`config.mk`:
```
export PLATFORM = sky130hd
export DESIGN_NAME = operativo_horner
export DESIGN_NICKNAME = d
export VERILOG_FILES = /design/src/rtl/horner_pkg.sv /design/src/rtl/operativo_horner_mult_serial.sv /design/src/rtl/operativo_horner.sv
export SDC_FILE = /design/constraint.sdc
export NUM_CORES = 1
export LEC_CHECK = 0
export ABC_AREA = 1
export CORE_AREA = 3 3 107 78
export DETAILED_ROUTE_END_ITERATION = 7
export DIE_AREA = 0 0 110 81
export PLACE_DENSITY = 0.73
export SLEW_MARGIN = 25
export SYNTH_ARGS = -nofsm -noshare
export SYNTH_HDL_FRONTEND = slang
export SYNTH_SLANG_ARGS = --single-unit
```
`constraint.sdc`:
```
create_clock -name ck -period 2.12 [get_ports ck]
set_clock_uncertainty 0.2 [all_clocks]
set_input_delay 0.212 -clock ck [delete_from_list [all_inputs] [get_ports ck]]
set_output_delay 0.212 -clock ck [all_outputs]
set_load 0.1 [all_outputs]
```
`src/rtl/horner_pkg.sv`:
```
// -----------------------------------------------------------------------------
// horner_pkg
// Shared definitions for the Horner datapath (operativo_horner) and its serial
// multiplier (mult_serial).
//   - Operand A select codes (m0), operand B select codes (m1)
//   - RH source select codes (m2)
//   - Multiplier state encoding
// -----------------------------------------------------------------------------
package horner_pkg;

    // Operand A select (m0)
    localparam logic [1:0] SEL_A_RH   = 2'b00;
    localparam logic [1:0] SEL_A_RX   = 2'b01;
    localparam logic [1:0] SEL_A_C1   = 2'b10;
    localparam logic [1:0] SEL_A_C2   = 2'b11;

    // Operand B select (m1)
    localparam logic [1:0] SEL_B_RX   = 2'b00;
    localparam logic [1:0] SEL_B_RH   = 2'b01;
    localparam logic [1:0] SEL_B_C0   = 2'b10;
    localparam logic [1:0] SEL_B_ZERO = 2'b11;

    // RH source select (m2); AUTO picks P while a multiply is requested
    localparam logic [1:0] SEL_H_X    = 2'b00;
    localparam logic [1:0] SEL_H_SUM  = 2'b01;
    localparam logic [1:0] SEL_H_P    = 2'b10;
    localparam logic [1:0] SEL_H_AUTO = 2'b11;

    // Serial multiplier states
    typedef enum logic [1:0] {
        IDLE = 2'd0,
        BUSY = 2'd1,
        DONE = 2'd2
    } mult_state_t;

endpackage

```
`src/rtl/operativo_horner_mult_serial.sv`:
```
// -----------------------------------------------------------------------------
// mult_serial
// Iterative shift-add multiplier, low W bits of a*b.
// Ports:
//   ck     in   clock
//   rst    in   synchronous active-low reset
//   start  in   multiply request (level, held by the controller)
//   a      in   multiplicand, captured when leaving IDLE
//   b      in   multiplier, captured when leaving IDLE
//   p      out  product register, held until the next completion
//   pronto out  1 while in DONE (registered Moore output)
// -----------------------------------------------------------------------------
module mult_serial
    import horner_pkg::*;
#(
    parameter int W  = 8,
    parameter int CW = 4
) (
    input  logic         ck,
    input  logic         rst,
    input  logic         start,
    input  logic [W-1:0] a,
    input  logic [W-1:0] b,
    output logic [W-1:0] p,
    output logic         pronto
);

    localparam logic [CW-1:0] LAST_CNT = CW'(W - 1);
    localparam logic [CW-1:0] CNT_ONE  = CW'(1);

    mult_state_t   state_r;
    logic [W-1:0]  mcand_r;
    logic [W-1:0]  mplier_r;
    logic [W-1:0]  acc_r;
    logic [W-1:0]  p_r;
    logic [CW-1:0] cnt_r;
    logic          pronto_r;
    logic [W-1:0]  acc_next_s;
    logic          last_s;

    // Accumulator value after the current BUSY step (adds multiplicand on LSB=1)
    always_comb begin
        acc_next_s = acc_r;
        if (mplier_r[0]) begin
            acc_next_s = acc_r + mcand_r;
        end else begin
            acc_next_s = acc_r;
        end
    end

    // Final iteration flag: the W-th BUSY edge also writes P
    always_comb begin
        last_s = (cnt_r == LAST_CNT);
    end

    // Multiplier FSM, operand shifters, counter and product register
    always_ff @(posedge ck) begin
        if (!rst) begin
            state_r  <= IDLE;
            mcand_r  <= '0;
            mplier_r <= '0;
            acc_r    <= '0;
            p_r      <= '0;
            cnt_r    <= '0;
            pronto_r <= 1'b0;
        end else begin
            case (state_r)
                IDLE: begin
                    if (start) begin
                        mcand_r  <= a;
                        mplier_r <= b;
                        acc_r    <= '0;
                        cnt_r    <= '0;
                        state_r  <= BUSY;
                    end
                end
                BUSY: begin
                    acc_r    <= acc_next_s;
                    mcand_r  <= {mcand_r[W-2:0], 1'b0};
                    mplier_r <= {1'b0, mplier_r[W-1:1]};
                    cnt_r    <= cnt_r + CNT_ONE;
                    if (last_s) begin
                        p_r      <= acc_next_s;
                        pronto_r <= 1'b1;
                        state_r  <= DONE;
                    end
                end
                DONE: begin
                    // Only a low request releases DONE; a held request is ignored
                    if (!start) begin
                        pronto_r <= 1'b0;
                        state_r  <= IDLE;
                    end
                end
                default: begin
                    pronto_r <= 1'b0;
                    state_r  <= IDLE;
                end
            endcase
        end
    end

    assign p      = p_r;
    assign pronto = pronto_r;

endmodule

```
`src/rtl/operativo_horner.sv`:
```
// -----------------------------------------------------------------------------
// operativo_horner
// Horner-evaluation datapath: RX/RH/RS registers, operand muxes, wrapping
// adder and a serial multiplier, driven by an external control FSM.
// Ports:
//   ck, rst       clock, synchronous active-low reset
//   x_in          value loaded into RX (lx) or RH (m2=00)
//   c0, c1, c2    polynomial coefficients
//   lx, lh, ls    load strobes for RX, RH, RS
//   m0, m1, m2    operand A select, operand B select, RH source select
//   h             multiply request (level)
//   done          end-of-evaluation strobe from the controller
//   pronto        product valid
//   s_out         RS contents
//   valid         done delayed by one cycle
// -----------------------------------------------------------------------------
module operativo_horner
    import horner_pkg::*;
#(
    parameter int W  = 8,
    parameter int CW = 4
) (
    input  logic         ck,
    input  logic         rst,
    input  logic [W-1:0] x_in,
    input  logic [W-1:0] c0,
    input  logic [W-1:0] c1,
    input  logic [W-1:0] c2,
    input  logic         lx,
    input  logic         lh,
    input  logic         ls,
    input  logic [1:0]   m0,
    input  logic [1:0]   m1,
    input  logic [1:0]   m2,
    input  logic         h,
    input  logic         done,
    output logic         pronto,
    output logic [W-1:0] s_out,
    output logic         valid
);

    logic [W-1:0] rx_r;
    logic [W-1:0] rh_r;
    logic [W-1:0] rs_r;
    logic         valid_r;
    logic [W-1:0] op_a_s;
    logic [W-1:0] op_b_s;
    logic [W-1:0] sum_s;
    logic [W-1:0] rh_src_s;
    logic [W-1:0] p_s;
    logic         pronto_s;

    // Operand A multiplexer
    always_comb begin
        op_a_s = rh_r;
        case (m0)
            SEL_A_RH: op_a_s = rh_r;
            SEL_A_RX: op_a_s = rx_r;
            SEL_A_C1: op_a_s = c1;
            SEL_A_C2: op_a_s = c2;
            default:  op_a_s = rh_r;
        endcase
    end

    // Operand B multiplexer
    always_comb begin
        op_b_s = rx_r;
        case (m1)
            SEL_B_RX:   op_b_s = rx_r;
            SEL_B_RH:   op_b_s = rh_r;
            SEL_B_C0:   op_b_s = c0;
            SEL_B_ZERO: op_b_s = '0;
            default:    op_b_s = rx_r;
        endcase
    end

    // Adder; the carry out is intentionally dropped (mod 2^W)
    always_comb begin
        sum_s = op_a_s + op_b_s;
    end

    // RH source multiplexer; AUTO follows h, not pronto, so it may pick a stale P
    always_comb begin
        rh_src_s = x_in;
        case (m2)
            SEL_H_X:   rh_src_s = x_in;
            SEL_H_SUM: rh_src_s = sum_s;
            SEL_H_P:   rh_src_s = p_s;
            SEL_H_AUTO: begin
                if (h) begin
                    rh_src_s = p_s;
                end else begin
                    rh_src_s = sum_s;
                end
            end
            default:   rh_src_s = x_in;
        endcase
    end

    mult_serial #(
        .W  (W),
        .CW (CW)
    ) u_mult (
        .ck     (ck),
        .rst    (rst),
        .start  (h),
        .a      (op_a_s),
        .b      (op_b_s),
        .p      (p_s),
        .pronto (pronto_s)
    );

    // Datapath registers; coincident loads all see pre-edge values
    always_ff @(posedge ck) begin
        if (!rst) begin
            rx_r    <= '0;
            rh_r    <= '0;
            rs_r    <= '0;
            valid_r <= 1'b0;
        end else begin
            if (lx) begin
                rx_r <= x_in;
            end
            if (lh) begin
                rh_r <= rh_src_s;
            end
            if (ls) begin
                rs_r <= rh_r;
            end
            valid_r <= done;
        end
    end

    assign s_out  = rs_r;
    assign valid  = valid_r;
    assign pronto = pronto_s;

endmodule

```
==> metrics, run 1 <==
Avg Cell Area, Syn=6.760 sq um; pin count of the biggest net entering global routing=36; Final setup viols=3; top cell type's share of synthesized area=35.49%; Gate power share=26.2%; critical path type=flop to flop; Post-Route WL=11.39 mm; Syn. warnings=0; peak supply drop=0.0004290 V; slowest cell delay on critical path=0.38 ns; Starting Density=49.32%; core area=0.007320 sq mm; met1 Resource Use GR=39.32%; Ports=55; Critical-path top delay cell=fa_2; Post-synth ARST share=0%; port bufs=54; via count=4067; most common cell after layout, fill and taps aside=nand2_1; Clock Tree Buf Depth=2; CTS tree=done; Clock power frac=36.5%; Worst Path Required=2.15 ns; mux cell area share after synthesis=0%; FF+latch count, synth=64; Sequential Power Share=37.3%; crit path max fanout=3; Synth Net Count=596; Critical Path Most Common Cell=nand2_1; Slew @ Worst Pin=0.4153 ns; Vias/cell=5.452; RSZ-0062 raised after global routing=yes; die area=0.008910 sq mm; main combinational cell family by area after synthesis=simple AND/OR/NAND/NOR gates; met2 Use GR=37.47%; Die Y=81 um; Final Hold Viols=0; Worst R2R Start=rx_r[0]; post-layout util=69.20%; area grow syn2layout=40.31%; setup tns final=-0.1522 ns; Clock Sinks=64; status=finished, violations left; pre-CTS worst setup slack=-0.8046 ns; crit share post-route=104.5%; hpwl dp=8.458 mm; HP Class=input pin to flop; Inserted Clock Buffers=9; number of enable flip-flop cells after synthesis=0; final period demand of the worst path=2.216 ns; CP Cell Sequence=a221oi_2 -> a22oi_2 -> ha_2 -> inv_2 -> fa_2 -> nor3_1 -> nand3b_1 -> nand2_1 -> nand2_1 -> o21ai_1 -> nand2_1 -> a21oi_2; NetSw=1.076 mW; Root Buffer=clkbuf_8; commonest non-fill, non-tap cells in the layout=nand2_1 (148), buf_4 (63), dfxtp_1 (59); Synth Area in Compound Gates=20.17%; htree depth=3; final antenna-violating net count=0; failing checks=negative setup slack; adder and majority gate portion of the synthesized area=6.308%; gr usage total=26.21%; first-pass GRT wire length=18.07 mm; max-cap violations=0; # nets final=705; Synth Instances=534; Routed wire per std cell=15.26 um; fmax=451.3 MHz; Yosys cell types=38; CP arrival=2.25 ns; simple-gate portion of the synthesized area=28.39%; relative slew slack=72.02%; grt ovf=0; Internal Power=2.465 mW; vias in the first global route=3755; TritonRoute pass-1 iters=6; Top Usage Layer GRT=met1; endpoint class of the critical path=flop; Die W=110 um; worst-skew pair later-pin latency=0.35 ns; P per Cell Area=699.0 mW/mm^2; switching share of power=30.38%; Hold Startpoint=done; Fill cells=616; setup ws final=-0.09606 ns; M3 GR Usage=5.798%; fin. max-slew vios=0; largest cells by area after synthesis=dfxtp_1 (35%), nand2_1 (16%), o21ai_0 (7.1%), a21oi_1 (5.8%), ha_1 (5.2%); GPL Wtd Cong=0.9752; Rows=26; register area share after synthesis=35.49%; diode count=0; Synth Flop Type=dfxtp_1; clk slew on worst S/H paths=0.08 ns; share of layout cells above drive strength 1=21.30%; Tot Pwr=3.540 mW; post-synthesis cell area=0.003610 sq mm; antenna violations before repair=0; 1st-iter DRT viols=402; xor/xnor share of the synthesized area=1.698%; biggest area consumer among synthesized cells=dfxtp_1; Post-route DRC=0; Pleak=2.227 nW; startpoint types=flop; CP startpoint=rx_r[0]
-- final timing paths --
path,endpoint,slack [ns],cells past startpoint
setup / recovery,rh_r[6],-0.1,12
setup reg to reg,rh_r[6],-0.1,12
hold reg to reg,u_mult.p[0],0.27,2
hold / removal,valid,0.25,3
-- metrics by stage --
step	hold slack, ns	instances	area, sq um
6_report	0.2490	746	5065
5_1_grt	0.2521	746	5065
4_1_cts	0.2276	741	4986
3_5_place_dp	0.2624	718	4573
3_3_place_gp	0.2499	718	4573
2_1_floorplan	0.1020	534	3633
-- layer usage --
layer	vias to the layer above	wire length [um]
met5	-	0
met4	0	161
met3	24	1054
met2	187	4785
met1	1865	5385
li1	1991	-
-- what timing repair did --
item                                    CTS  global route
setup buffers                             7             5
endpoints found under the setup margin    7             9
resized for setup                        33            26
hold buffers                              0             0
pin swaps                                12             9
-- final cells by class --
type                    instances  area [sq um]  area share (%)
well taps                      98         122.6           2.421
inverters                      56         217.7           4.298
flip-flops and latches         64          1287           25.42
multi-input cells             397          2193           43.31
clock buffers                   9         123.9           2.446
clock inverters                 7         120.1           2.372
repair buffers                115         999.7           19.74
-- worst max-delay path: cells and delay by family (launching register included) --
family          cells  cell delay [ns]
compound gates      4             0.40
fa+ha+maj           2             0.62
buf+inv             1             0.05
flops               1             0.37
simple gates        5             0.46
-- cell families after synthesis --
| logic type | count (synthesis) |
|---|---|
| buffers and inverters | 73 |
| AO/OA/AOI/OAI | 130 |
| flip-flops | 64 |
| AND/OR/NAND/NOR | 243 |
| adder cells (fa/ha/maj) | 17 |
| XOR/XNOR | 7 |
-- power by group through the flow --
stage / Clock [mW] / Combinational, mW / Sequential, mW
5_1_grt: 1.36 / 1.01 / 1.33
6_report: 1.29 / 0.927 / 1.32
3_5_place_dp: 0 / 0.808 / 1.34
3_3_place_gp: 0 / 0.794 / 1.34
4_1_cts: 1.31 / 0.879 / 1.32
2_1_floorplan: 0 / 0.391 / 1.40
-- flip-flops by register name, indices dropped and copies added, names as in the netlist --
name / flops
rh_r: 8
rx_r: 8
s_out: 8
u_mult.acc_r: 8
u_mult.cnt_r: 4
u_mult.mcand_r: 8
u_mult.mplier_r: 8
u_mult.p: 8
u_mult.pronto: 1
u_mult.state_r: 2
valid: 1
-- synthesized netlist by cell type, types with 4 or more instances --
cell	number
a21oi_1	42
a31oi_1	16
buf_2	4
clkbuf_1	12
dfxtp_1	64
ha_1	15
inv_1	50
inv_2	4
nand2_1	153
nand3_1	23
nand4_1	9
nor2_1	44
nor3_1	4
o21a_1	4
o21ai_0	51
xor2_1	5
No activity file was read; power rests on OpenSTA's default activity.
==> inputs of run 2 (changes only) <==
--- a/config.mk
+++ b/config.mk
@@ -6,6 +6,8 @@
 export NUM_CORES = 1
 export LEC_CHECK = 0
 export ABC_AREA = 1
+export ABC_CLOCK_PERIOD_IN_PS = 2120
+export CAP_MARGIN = 0
 export CORE_AREA = 3 3 107 78
 export DETAILED_ROUTE_END_ITERATION = 7
 export DIE_AREA = 0 0 110 81
==> results of run 2 <==
Final layout, timing and power as in run 1 (identical DEF).
